File: src/rtl/fetch_queue_if.sv
// fetch_queue_if: handshake bundle of the fetch stage.
//   imem_req_valid/imem_req_ready/imem_addr_F : request channel to instruction memory
//   imem_rsp_valid/imem_rsp_data              : in-order response channel (no backpressure)
//   out_valid/out_ready/out_instr/out_pc      : queue head towards decode
// master = fetch stage side, slave = memory/decode side.
interface fetch_queue_if #(
  parameter int ADDR_W  = 64,
  parameter int INSTR_W = 32
);
  logic               imem_req_valid;
  logic               imem_req_ready;
  logic [ADDR_W-1:0]  imem_addr_F;
  logic               imem_rsp_valid;
  logic [INSTR_W-1:0] imem_rsp_data;
  logic               out_valid;
  logic               out_ready;
  logic [INSTR_W-1:0] out_instr;
  logic [ADDR_W-1:0]  out_pc;

  modport master (
    output imem_req_valid, imem_addr_F, out_valid, out_instr, out_pc,
    input  imem_req_ready, imem_rsp_valid, imem_rsp_data, out_ready
  );

  modport slave (
    input  imem_req_valid, imem_addr_F, out_valid, out_instr, out_pc,
    output imem_req_ready, imem_rsp_valid, imem_rsp_data, out_ready
  );
endinterface

File: src/rtl/fetch_queue.sv
// fetch_queue: instruction fetch stage with a decoupled prefetch queue.
// Holds the PC, issues sequential requests, tolerates variable in-order
// memory latency and buffers {pc, instr} pairs for decode. A taken branch
// redirects the PC, flushes the queue and discards stale in-flight responses.
// Ports:
//   clk, reset (async, active low)
//   PCSrc_F / PCBranch_F : redirect strobe and target
//   bus                  : fetch_queue_if.master (imem request/response, decode output)
//   perf_fetched, perf_redirects : only when FETCH_PERF_EN is defined
module fetch_queue #(
  parameter int                ADDR_W   = 64,
  parameter int                INSTR_W  = 32,
  parameter int                DEPTH    = 4,
  parameter logic [ADDR_W-1:0] RESET_PC = '0,
  parameter int                PC_STEP  = 4
) (
  input  logic              clk,
  input  logic              reset,
  input  logic              PCSrc_F,
  input  logic [ADDR_W-1:0] PCBranch_F,
  fetch_queue_if.master     bus
`ifdef FETCH_PERF_EN
  ,
  output logic [31:0]       perf_fetched,
  output logic [31:0]       perf_redirects
`endif
);
  localparam int PW = $clog2(DEPTH);
  localparam int CW = $clog2(DEPTH + 1);

  typedef struct packed {
    logic [ADDR_W-1:0]  pc;
    logic [INSTR_W-1:0] instr;
  } entry_t;

  logic [ADDR_W-1:0] pc;

  // in-flight address FIFO: pairs each response with the PC it was fetched from
  logic [ADDR_W-1:0] af_mem [DEPTH];
  logic [PW-1:0]     af_wp, af_rp;
  logic [CW-1:0]     outst;
  logic [CW-1:0]     drop;

  // {pc, instr} queue towards decode
  entry_t            q_mem [DEPTH];
  logic [PW-1:0]     q_wp, q_rp;
  logic [CW-1:0]     count;

  logic [CW:0]       inuse;
  logic              credit, req_valid, req_fire, rsp, enq, deq, out_v;

  // A request only issues if its response is guaranteed a queue slot.
  assign inuse     = {1'b0, count} + {1'b0, outst};
  assign credit    = inuse < (CW+1)'(DEPTH);
  // Gated by reset so the request strobe drops as soon as reset asserts.
  assign req_valid = reset && !PCSrc_F && credit;
  assign req_fire  = req_valid && bus.imem_req_ready;
  assign rsp       = bus.imem_rsp_valid;
  assign enq       = rsp && !PCSrc_F && (drop == '0);
  assign out_v     = (count != '0) && !PCSrc_F;
  assign deq       = out_v && bus.out_ready;

  assign bus.imem_req_valid = req_valid;
  assign bus.imem_addr_F    = pc;
  assign bus.out_valid      = out_v;
  assign bus.out_instr      = q_mem[q_rp].instr;
  assign bus.out_pc         = q_mem[q_rp].pc;

  // Address storage needs no reset: entries are only read after being written.
  always_ff @(posedge clk) begin
    if (req_fire) af_mem[af_wp] <= pc;
  end

  always_ff @(posedge clk or negedge reset) begin
    if (!reset) begin
      pc    <= RESET_PC;
      af_wp <= '0;
      af_rp <= '0;
      outst <= '0;
      drop  <= '0;
      q_wp  <= '0;
      q_rp  <= '0;
      count <= '0;
      // head reads zero out of reset
      for (int i = 0; i < DEPTH; i++) q_mem[i] <= '0;
    end else begin
      if (req_fire) af_wp <= af_wp + 1'b1;
      if (rsp)      af_rp <= af_rp + 1'b1;
      outst <= outst + CW'(req_fire) - CW'(rsp);

      if (PCSrc_F) begin
        pc    <= PCBranch_F;
        q_wp  <= '0;
        q_rp  <= '0;
        count <= '0;
        // everything still in flight after this cycle is stale
        drop  <= outst - CW'(rsp);
      end else begin
        if (req_fire) pc <= pc + ADDR_W'(PC_STEP);
        if (rsp && drop != '0) drop <= drop - 1'b1;
        if (enq) begin
          q_mem[q_wp] <= '{pc: af_mem[af_rp], instr: bus.imem_rsp_data};
          q_wp        <= q_wp + 1'b1;
        end
        if (deq) q_rp <= q_rp + 1'b1;
        count <= count + CW'(enq) - CW'(deq);
      end
    end
  end

`ifdef FETCH_PERF_EN
  always_ff @(posedge clk or negedge reset) begin
    if (!reset) begin
      perf_fetched   <= '0;
      perf_redirects <= '0;
    end else begin
      if (enq)     perf_fetched   <= perf_fetched + 32'd1;
      if (PCSrc_F) perf_redirects <= perf_redirects + 32'd1;
    end
  end
`endif

endmodule

File: src/flat_wrapper.sv
// flat-port wrapper written by rule: the top's interface ports become plain ports
module fetch_queue_flat 
#(
  parameter int                ADDR_W   = 64,
  parameter int                INSTR_W  = 32,
  parameter int                DEPTH    = 4,
  parameter logic [ADDR_W-1:0] RESET_PC = '0,
  parameter int                PC_STEP  = 4
)
  (clk, reset, PCSrc_F, PCBranch_F, bus_imem_req_valid, bus_imem_addr_F, bus_out_valid, bus_out_instr, bus_out_pc, bus_imem_req_ready, bus_imem_rsp_valid, bus_imem_rsp_data, bus_out_ready);
  fetch_queue_if #(.ADDR_W(ADDR_W), .INSTR_W(INSTR_W)) bus_i ();
  input  logic clk;
  input  logic reset;
  input  logic PCSrc_F;
  input  logic [ADDR_W-1:0] PCBranch_F;
  output wire logic [$bits(bus_i.imem_req_valid)-1:0] bus_imem_req_valid;
  output wire logic [$bits(bus_i.imem_addr_F)-1:0] bus_imem_addr_F;
  output wire logic [$bits(bus_i.out_valid)-1:0] bus_out_valid;
  output wire logic [$bits(bus_i.out_instr)-1:0] bus_out_instr;
  output wire logic [$bits(bus_i.out_pc)-1:0] bus_out_pc;
  input wire logic [$bits(bus_i.imem_req_ready)-1:0] bus_imem_req_ready;
  input wire logic [$bits(bus_i.imem_rsp_valid)-1:0] bus_imem_rsp_valid;
  input wire logic [$bits(bus_i.imem_rsp_data)-1:0] bus_imem_rsp_data;
  input wire logic [$bits(bus_i.out_ready)-1:0] bus_out_ready;
  assign bus_imem_req_valid = bus_i.imem_req_valid;
  assign bus_imem_addr_F = bus_i.imem_addr_F;
  assign bus_out_valid = bus_i.out_valid;
  assign bus_out_instr = bus_i.out_instr;
  assign bus_out_pc = bus_i.out_pc;
  assign bus_i.imem_req_ready = bus_imem_req_ready;
  assign bus_i.imem_rsp_valid = bus_imem_rsp_valid;
  assign bus_i.imem_rsp_data = bus_imem_rsp_data;
  assign bus_i.out_ready = bus_out_ready;
  fetch_queue #(.ADDR_W(ADDR_W), .INSTR_W(INSTR_W), .DEPTH(DEPTH), .RESET_PC(RESET_PC), .PC_STEP(PC_STEP)) u_core (.clk(clk), .reset(reset), .PCSrc_F(PCSrc_F), .PCBranch_F(PCBranch_F), .bus(bus_i));
endmodule
File: config.mk
export PLATFORM = sky130hd
export DESIGN_NAME = fetch_queue_flat
export DESIGN_NICKNAME = d
export VERILOG_FILES = /design/src/rtl/fetch_queue_if.sv /design/src/rtl/fetch_queue.sv /design/src/flat_wrapper.sv
export SDC_FILE = /design/constraint.sdc
export NUM_CORES = 1
export LEC_CHECK = 0
export ABC_CLOCK_PERIOD_IN_PS = 6150
export CAP_MARGIN = 15
export CORE_MARGIN = 2
export CORE_UTILIZATION = 62
export CTS_BUF_LIST = sky130_fd_sc_hd__clkbuf_16
export CTS_CLUSTER_DIAMETER = 120
export CTS_CLUSTER_SIZE = 24
export DETAILED_ROUTE_END_ITERATION = 7
export PLACE_DENSITY = 0.84
export SETUP_SLACK_MARGIN = 0.4
export SLEW_MARGIN = 20
export SYNTH_ARGS = -nofsm -noshare
export SYNTH_HDL_FRONTEND = slang
export SYNTH_SLANG_ARGS = --single-unit
File: constraint.sdc
create_clock -name clk -period 6.15 [get_ports clk]
set_clock_uncertainty 0.15 [all_clocks]
set_input_delay 1.5375 -clock clk [delete_from_list [all_inputs] [get_ports clk]]
set_output_delay 1.5375 -clock clk [all_outputs]
set_load 0.01 [all_outputs]
==> impl_metrics.env, run 1 <==
export IMPL_antenna_found_initial=1
export IMPL_drtIter0Drc=1686
export IMPL_placementRows=81
export IMPL_synth_ff_type="dfrtp_1"
export IMPL_wl_per_cell_um=25.4
export IMPL_grt_pass1_wl_um=109000
export IMPL_drc=0
export IMPL_crit_arrival_ns=3.13
export IMPL_crit_path_end="bus_imem_req_valid"
export IMPL_htree_levels=2
export IMPL_stdcell_count=2754
export IMPL_synth_edf_count=256
export IMPL_met2_usage_pct=46.4
export IMPL_critPathMaxStageDelay_ns=0.55
export IMPL_synth_top_cell_area_share_pct=37.9
export IMPL_clock_latency_ns=0.59
export IMPL_fin_util_pct=71.9
export IMPL_finalMaxSlewViolations=0
export IMPL_preCtsSetupSlack_ns=1.17
export IMPL_startpoint_type="primary input"
export IMPL_r2r_start="u_core.count[1]"
export IMPL_cts_hold_buf=0
export IMPL_grt_pass1_vias=18900
export IMPL_critPathKind="in2out"
export IMPL_clk_pin_slew_ns=0.09
export IMPL_multi_input_area_mm2=0.0109
export IMPL_synth_cell_types=56
export IMPL_min_path_type="reg2reg"
export IMPL_start_util_pct=62.8
export IMPL_synth_most_common_cell="dfrtp_1"
export IMPL_cpLargestDelayFamily="buffers and inverters"
export IMPL_cts_buffers=36
export IMPL_cp_num_buf_inv=2
export IMPL_finalSetupViolCount=0
export IMPL_r2r_slack_ns=2.31
export IMPL_cts_sinks=721
export IMPL_dp_hpwl_um=42900
export IMPL_power_density_mw_per_mm2=380
export IMPL_r2r_cells=6
export IMPL_grt_max_degree=191
export IMPL_critPathLaunch="PCSrc_F"
export IMPL_gp_congestion=0.851
export IMPL_synth_warnings=0
export IMPL_dp_cells=2688
export IMPL_grt_usage_pct=28.1
export IMPL_endpoint_kind="output pin"
export IMPL_rsz0062_at_grt="false"
export IMPL_use_met3_pct=4.28
export IMPL_vias=17800
export IMPL_hold_violations=0
export IMPL_critical_path_cell_chain="buf_4 > nor4b_2 > and3_1 > clkdlybuf4s50_1"
export IMPL_postSynthAreaPerCell_um2=16.7
export IMPL_ys_ff_latch=721
export IMPL_r2r_end="u_core.af_mem[3][52]"
export IMPL_ios=264
export IMPL_num_fill_cells=3031
export IMPL_p_leak_nw=14.4
export IMPL_ys_seq_area_share_pct=62.9
export IMPL_worst_pin_slew_ns=1.09
export IMPL_synthArstFlopShare_pct=64.5
export IMPL_irDropWorstVdd_mv=0.261
export IMPL_postCtsResizedCells=0
export IMPL_antenna_left=0
export IMPL_slew_headroom_pct=27.3
export IMPL_fmax_ghz=0.207
export IMPL_slowest_stage="nor4b_2"
export IMPL_drt_wl_total_um=70000
export IMPL_min_period_ns=4.82
export IMPL_core_mm2=0.0490
export IMPL_die_area_mm2=0.0514
export IMPL_hold_slack_ns=0.356
export IMPL_ys_top_cells_by_area="dfrtp_1 38%, edfxtp_1 25%, mux2_2 14%, mux4_2 12%, nand2_1 0.94%"
export IMPL_syn_instance_count=1845
export IMPL_crit_fanout=46
export IMPL_vias_per_cell=6.48
export IMPL_fp_dieW_um=227
export IMPL_drive_above_1_share_pct=30.9
export IMPL_crit_cells=4
export IMPL_synth_top_cell_by_area="dfrtp_1"
export IMPL_grt_overflow=0
export IMPL_cts_buffer_depth=3
export IMPL_cts_setup_buffers=0
export IMPL_syn_num_nets=1968
export IMPL_max_cap_violations=0
export IMPL_setup_tns_ns=0
export IMPL_cp_data_required_time_ns=4.46
export IMPL_portBuffers=263
export IMPL_met1_usage_pct=39.7
export IMPL_diodes=0
export IMPL_fin_crit_sh_pct=78.4
export IMPL_ys_top_cells_by_count="465 x dfrtp_1, 386 x mux2_2, 256 x edfxtp_1, 160 x mux4_2, 77 x nand2_1"
export IMPL_nets=2188
export IMPL_die_h_um=227
export IMPL_synth_area_mm2=0.0307
export IMPL_root_buffer="clkbuf_16"
export IMPL_regArea_mm2=0.0193
export IMPL_status="complete, no violations"
export IMPL_first_pass_iters=5
export IMPL_syn_to_final_growth_pct=14.5
export IMPL_cts_tree="yes"
export IMPL_grt_busiest_layer="met2"
export IMPL_worst_slack_ns=1.33
-- how the worst min path moves through the flow --
stage | startpoint | slack [ns] | cells past startpoint | to
after detailed placement | u_core.q_mem[162] | 0.34 | 1 | u_core.q_mem[162]
after floorplan | u_core.q_mem[100] | 0.32 | 1 | u_core.q_mem[100]
final | u_core.q_mem[187] | 0.36 | 1 | u_core.q_mem[187]
after global routing | u_core.q_mem[187] | 0.37 | 1 | u_core.q_mem[187]
after global placement | u_core.q_mem[135] | 0.33 | 1 | u_core.q_mem[135]
after CTS | u_core.q_mem[187] | 0.36 | 1 | u_core.q_mem[187]
-- worst register-to-register path, stage by stage (launching register included) --
cell	delay (ns)
dfrtp_1	0.45
ha_1	0.24
nor4b_2	0.44
nand4_2	0.15
buf_4	0.33
inv_2	0.61
and2_4	1.00
-- kinds of logic after synthesis --
| family | count (synthesis) | synth area share (%) |
|---|---|---|
| AOI/OAI and AO/OA | 109 | 2.48 |
| xor gates and xnor gates | 21 | 0.598 |
| adders and majority gates | 21 | 0.904 |
| buffers and inverters | 131 | 1.76 |
| DFF | 721 | 62.9 |
| and+or+nand+nor | 286 | 5.18 |
| muxes | 556 | 26.2 |
-- per-stage QoR --
stage / cell area (µm²) / power [W]
after detailed placement: 34100 / 0.0109
after floorplan: 30700 / 0.00887
after global routing: 35200 / 0.0140
final: 35200 / 0.0134
after global placement: 34100 / 0.0107
after CTS: 35100 / 0.0135
-- flip-flops by register name, indices dropped and copies added, names as in the netlist --
register	flops
u_core.bus.imem_addr_F	64
u_core.af_rp	2
u_core.q_wp	2
u_core.outst	3
u_core.q_mem	384
u_core.count	3
u_core.drop	3
u_core.q_rp	2
u_core.af_mem	256
u_core.af_wp	2
-- cell type report --
type / instances / share of cell area [%]
clock buffer: 37 / 2.63
tap: 664 / 2.36
multi-input combinational: 993 / 31.0
clock inverter: 26 / 0.380
inverter: 26 / 0.277
sequential: 721 / 54.9
timing repair buffer: 287 / 8.43
-- power breakdown --
| group | switching, W | internal [W] | total [W] | leakage [nW] |
|---|---|---|---|---|
| Combinational | 0.00180 | 0.00247 | 0.00427 | 5.35 |
| Sequential | 0.000733 | 0.00576 | 0.00649 | 8.44 |
| Clock | 0.00150 | 0.00112 | 0.00262 | 0.599 |
-- per-layer routing --
layer | vias to the layer above | share of wire [%]
li1 | 7538 | -
met1 | 9440 | 41
met2 | 746 | 49
met3 | 111 | 7.3
met4 | 2 | 2.2
met5 | - | 0.019
-- cells in the final DEF, fill, tap and decap left out, types with 10 or more instances in the layout --
master,Yosys,routed
nand4_1,40,40
mux2_2,386,386
xor2_1,13,13
inv_1,25,48
clkbuf_16,0,37
nor3_1,17,17
or4_1,12,12
mux2i_1,10,10
a21oi_1,10,10
edfxtp_1,256,256
mux4_2,160,160
dfrtp_1,465,461
nand3_1,40,40
o211ai_1,23,23
nor2_1,32,32
buf_4,2,14
nand2_1,77,73
ha_1,19,19
clkdlybuf4s50_1,0,261
o21ai_0,28,28
and3_1,12,12
or3_1,11,11
No activity file was read; power rests on OpenSTA's default activity.
==> inputs of run 2 (changes only) <==
ABC_CLOCK_PERIOD_IN_PS = 3890   (was 6150)
CORE_UTILIZATION = 52   (was 62)
PLACE_DENSITY = 0.75   (was 0.84)
clock period = 3.89 ns   (was 6.15 ns; I/O delays follow)
==> impl_metrics.env, run 2 (synthesis gave the netlist of run 1 again) <==
export IMPL_startpoint_type="flip-flop"
export IMPL_cts_buffers=36
export IMPL_syn_to_final_growth_pct=17.2
export IMPL_grt_pass1_wl_um=111000
export IMPL_drtIter0Drc=1661
export IMPL_min_path_type="reg2reg"
export IMPL_stdcell_count=2907
export IMPL_layout_common_cells="459 x dfrtp_1, 386 x mux2_2, 256 x edfxtp_1"
export IMPL_dp_hpwl_um=47400
export IMPL_critPathLaunch="u_core.q_rp[0]"
export IMPL_worst_pin_slew_ns=1.03
export IMPL_cts_buffer_depth=3
export IMPL_root_buffer="clkbuf_16"
export IMPL_antenna_left=0
export IMPL_grt_pass1_vias=18700
export IMPL_drc=0
export IMPL_nets=2234
export IMPL_fin_crit_sh_pct=90.8
export IMPL_htree_levels=2
export IMPL_setup_tns_ns=0
export IMPL_final_common_cell="dfrtp_1"
export IMPL_vias_per_cell=6.12
export IMPL_min_period_ns=3.53
export IMPL_largest_reg_flops=384
export IMPL_critical_path_cell_chain="buf_4 > buf_6 > mux4_2 > clkdlybuf4s50_1"
export IMPL_vias=17800
export IMPL_max_cap_violations=0
export IMPL_slew_headroom_pct=31.6
export IMPL_antenna_found_initial=5
export IMPL_critPathMaxStageDelay_ns=0.50
export IMPL_fmax_ghz=0.283
export IMPL_portBuffers=263
export IMPL_dp_cells=2823
export IMPL_cts_sinks=721
export IMPL_die_h_um=247
export IMPL_drive_above_1_share_pct=32.5
export IMPL_min_from="u_core.q_mem[39]"
export IMPL_p_leak_nw=15.4
export IMPL_crit_arrival_ns=2.41
export IMPL_grt_max_degree=148
export IMPL_cts_hold_buf=0
export IMPL_endpoint_kind="output pin"
export IMPL_clock_latency_ns=0.58
export IMPL_cp_data_required_time_ns=2.77
export IMPL_drt_wl_total_um=73300
export IMPL_cts_tree="yes"
export IMPL_crit_fanout=6
export IMPL_clk_pin_slew_ns=0.09
export IMPL_power_density_mw_per_mm2=590
export IMPL_die_area_mm2=0.0611
export IMPL_irDropWorstVdd_mv=0.547
export IMPL_start_util_pct=52.4
export IMPL_grt_usage_pct=24.2
export IMPL_rsz0062_at_grt="true"
export IMPL_placementRows=89
export IMPL_wl_per_cell_um=25.2
export IMPL_finalSetupViolCount=0
export IMPL_gp_congestion=0.827
export IMPL_finalMaxSlewViolations=0
export IMPL_first_pass_iters=5
export IMPL_ios=264
export IMPL_hold_violations=0
export IMPL_r2r_start="u_core.bus.imem_addr_F[2]"
export IMPL_fp_dieW_um=247
export IMPL_slowest_stage="dfrtp_4"
export IMPL_critPathKind="reg2out"
export IMPL_regMostFlops="u_core.q_mem"
export IMPL_status="complete, no violations"
export IMPL_core_mm2=0.0587
export IMPL_grt_overflow=0
==> run 2: changes by cell type in the layout (fill, tap and decap cells not counted), moves of 2 or more <==
cell,delta
clkdlybuf4s50_1,-88
dlymetal6s2s_1,+52
buf_4,+26
dfrtp_1,-2
inv_1,-2
dfrtp_2,+2
buf_16,+5
buf_6,+2
buf_12,+11
dlygate4sd2_1,+35
clkbuf_16,+2
==> run 2: worst max-delay path: cells and delay by family (launching register included) <==
kind | cells | cell delay, ns
buffers and inverters | 3 | 0.84
muxes | 1 | 0.50
DFF | 1 | 0.50
==> run 2: final cells by class <==
class	count	area, µm²
timing repair buffer	333	3680
tap	773	967
fill	4293	22700
multi-input combinational	993	10900
inverter	26	97.6
clock inverter	23	104
clock buffer	37	926
antenna	1	2.50
sequential	721	19300
==> run 2: per-stage QoR <==
step / total power, W / util [%] / area (µm²) / hold WS, ns / setup WS [ns]
2_1_floorplan: 0.0140 / - / 30700 / 0.324 / 0.379
3_3_place_gp: 0.0171 / 58.9 / 34600 / 0.331 / 0.578
3_5_place_dp: 0.0173 / 58.9 / 34600 / 0.338 / 0.523
4_1_cts: 0.0214 / 60.9 / 35800 / 0.360 / 0.257
5_1_grt: 0.0223 / 61.4 / 36000 / 0.371 / 0.289
6_report: 0.0213 / 61.4 / 36000 / 0.358 / 0.359
==> run 2: report_power, final <==
part	internal (W)	total (W)	leakage (nW)	switching (W)
sequential	0.00910	0.0102	8.43	0.00112
combinational	0.00395	0.00693	6.35	0.00298
clock	0.00175	0.00411	0.580	0.00235
==> run 2: what timing repair did <==
action | CTS | global route
buffers inserted | 11 | 7
cloned | 3 | 2
gates resized for setup | 43 | 57
setup endpoints to repair | 97 | 62
==> run 2: worst paths after layout <==
path,slack (ns),cells after the start,endpoint
max,0.36,4,bus_out_pc[57]
min reg2reg,0.36,1,u_core.q_mem[39]
max reg2reg,0.84,5,u_core.bus.imem_addr_F[63]
min in group asynchronous,0.38,2,u_core.q_mem[18]
min,0.36,1,u_core.q_mem[39]
max in group asynchronous,1.92,3,u_core.q_mem[339]
==> run 2: routing by layer <==
metal / part of all wire [%] / track usage, %
met5: 0.014 / 0
met4: 2.5 / 6.96
met3: 6.6 / 3.90
met2: 49 / 40.0
met1: 41 / 33.3
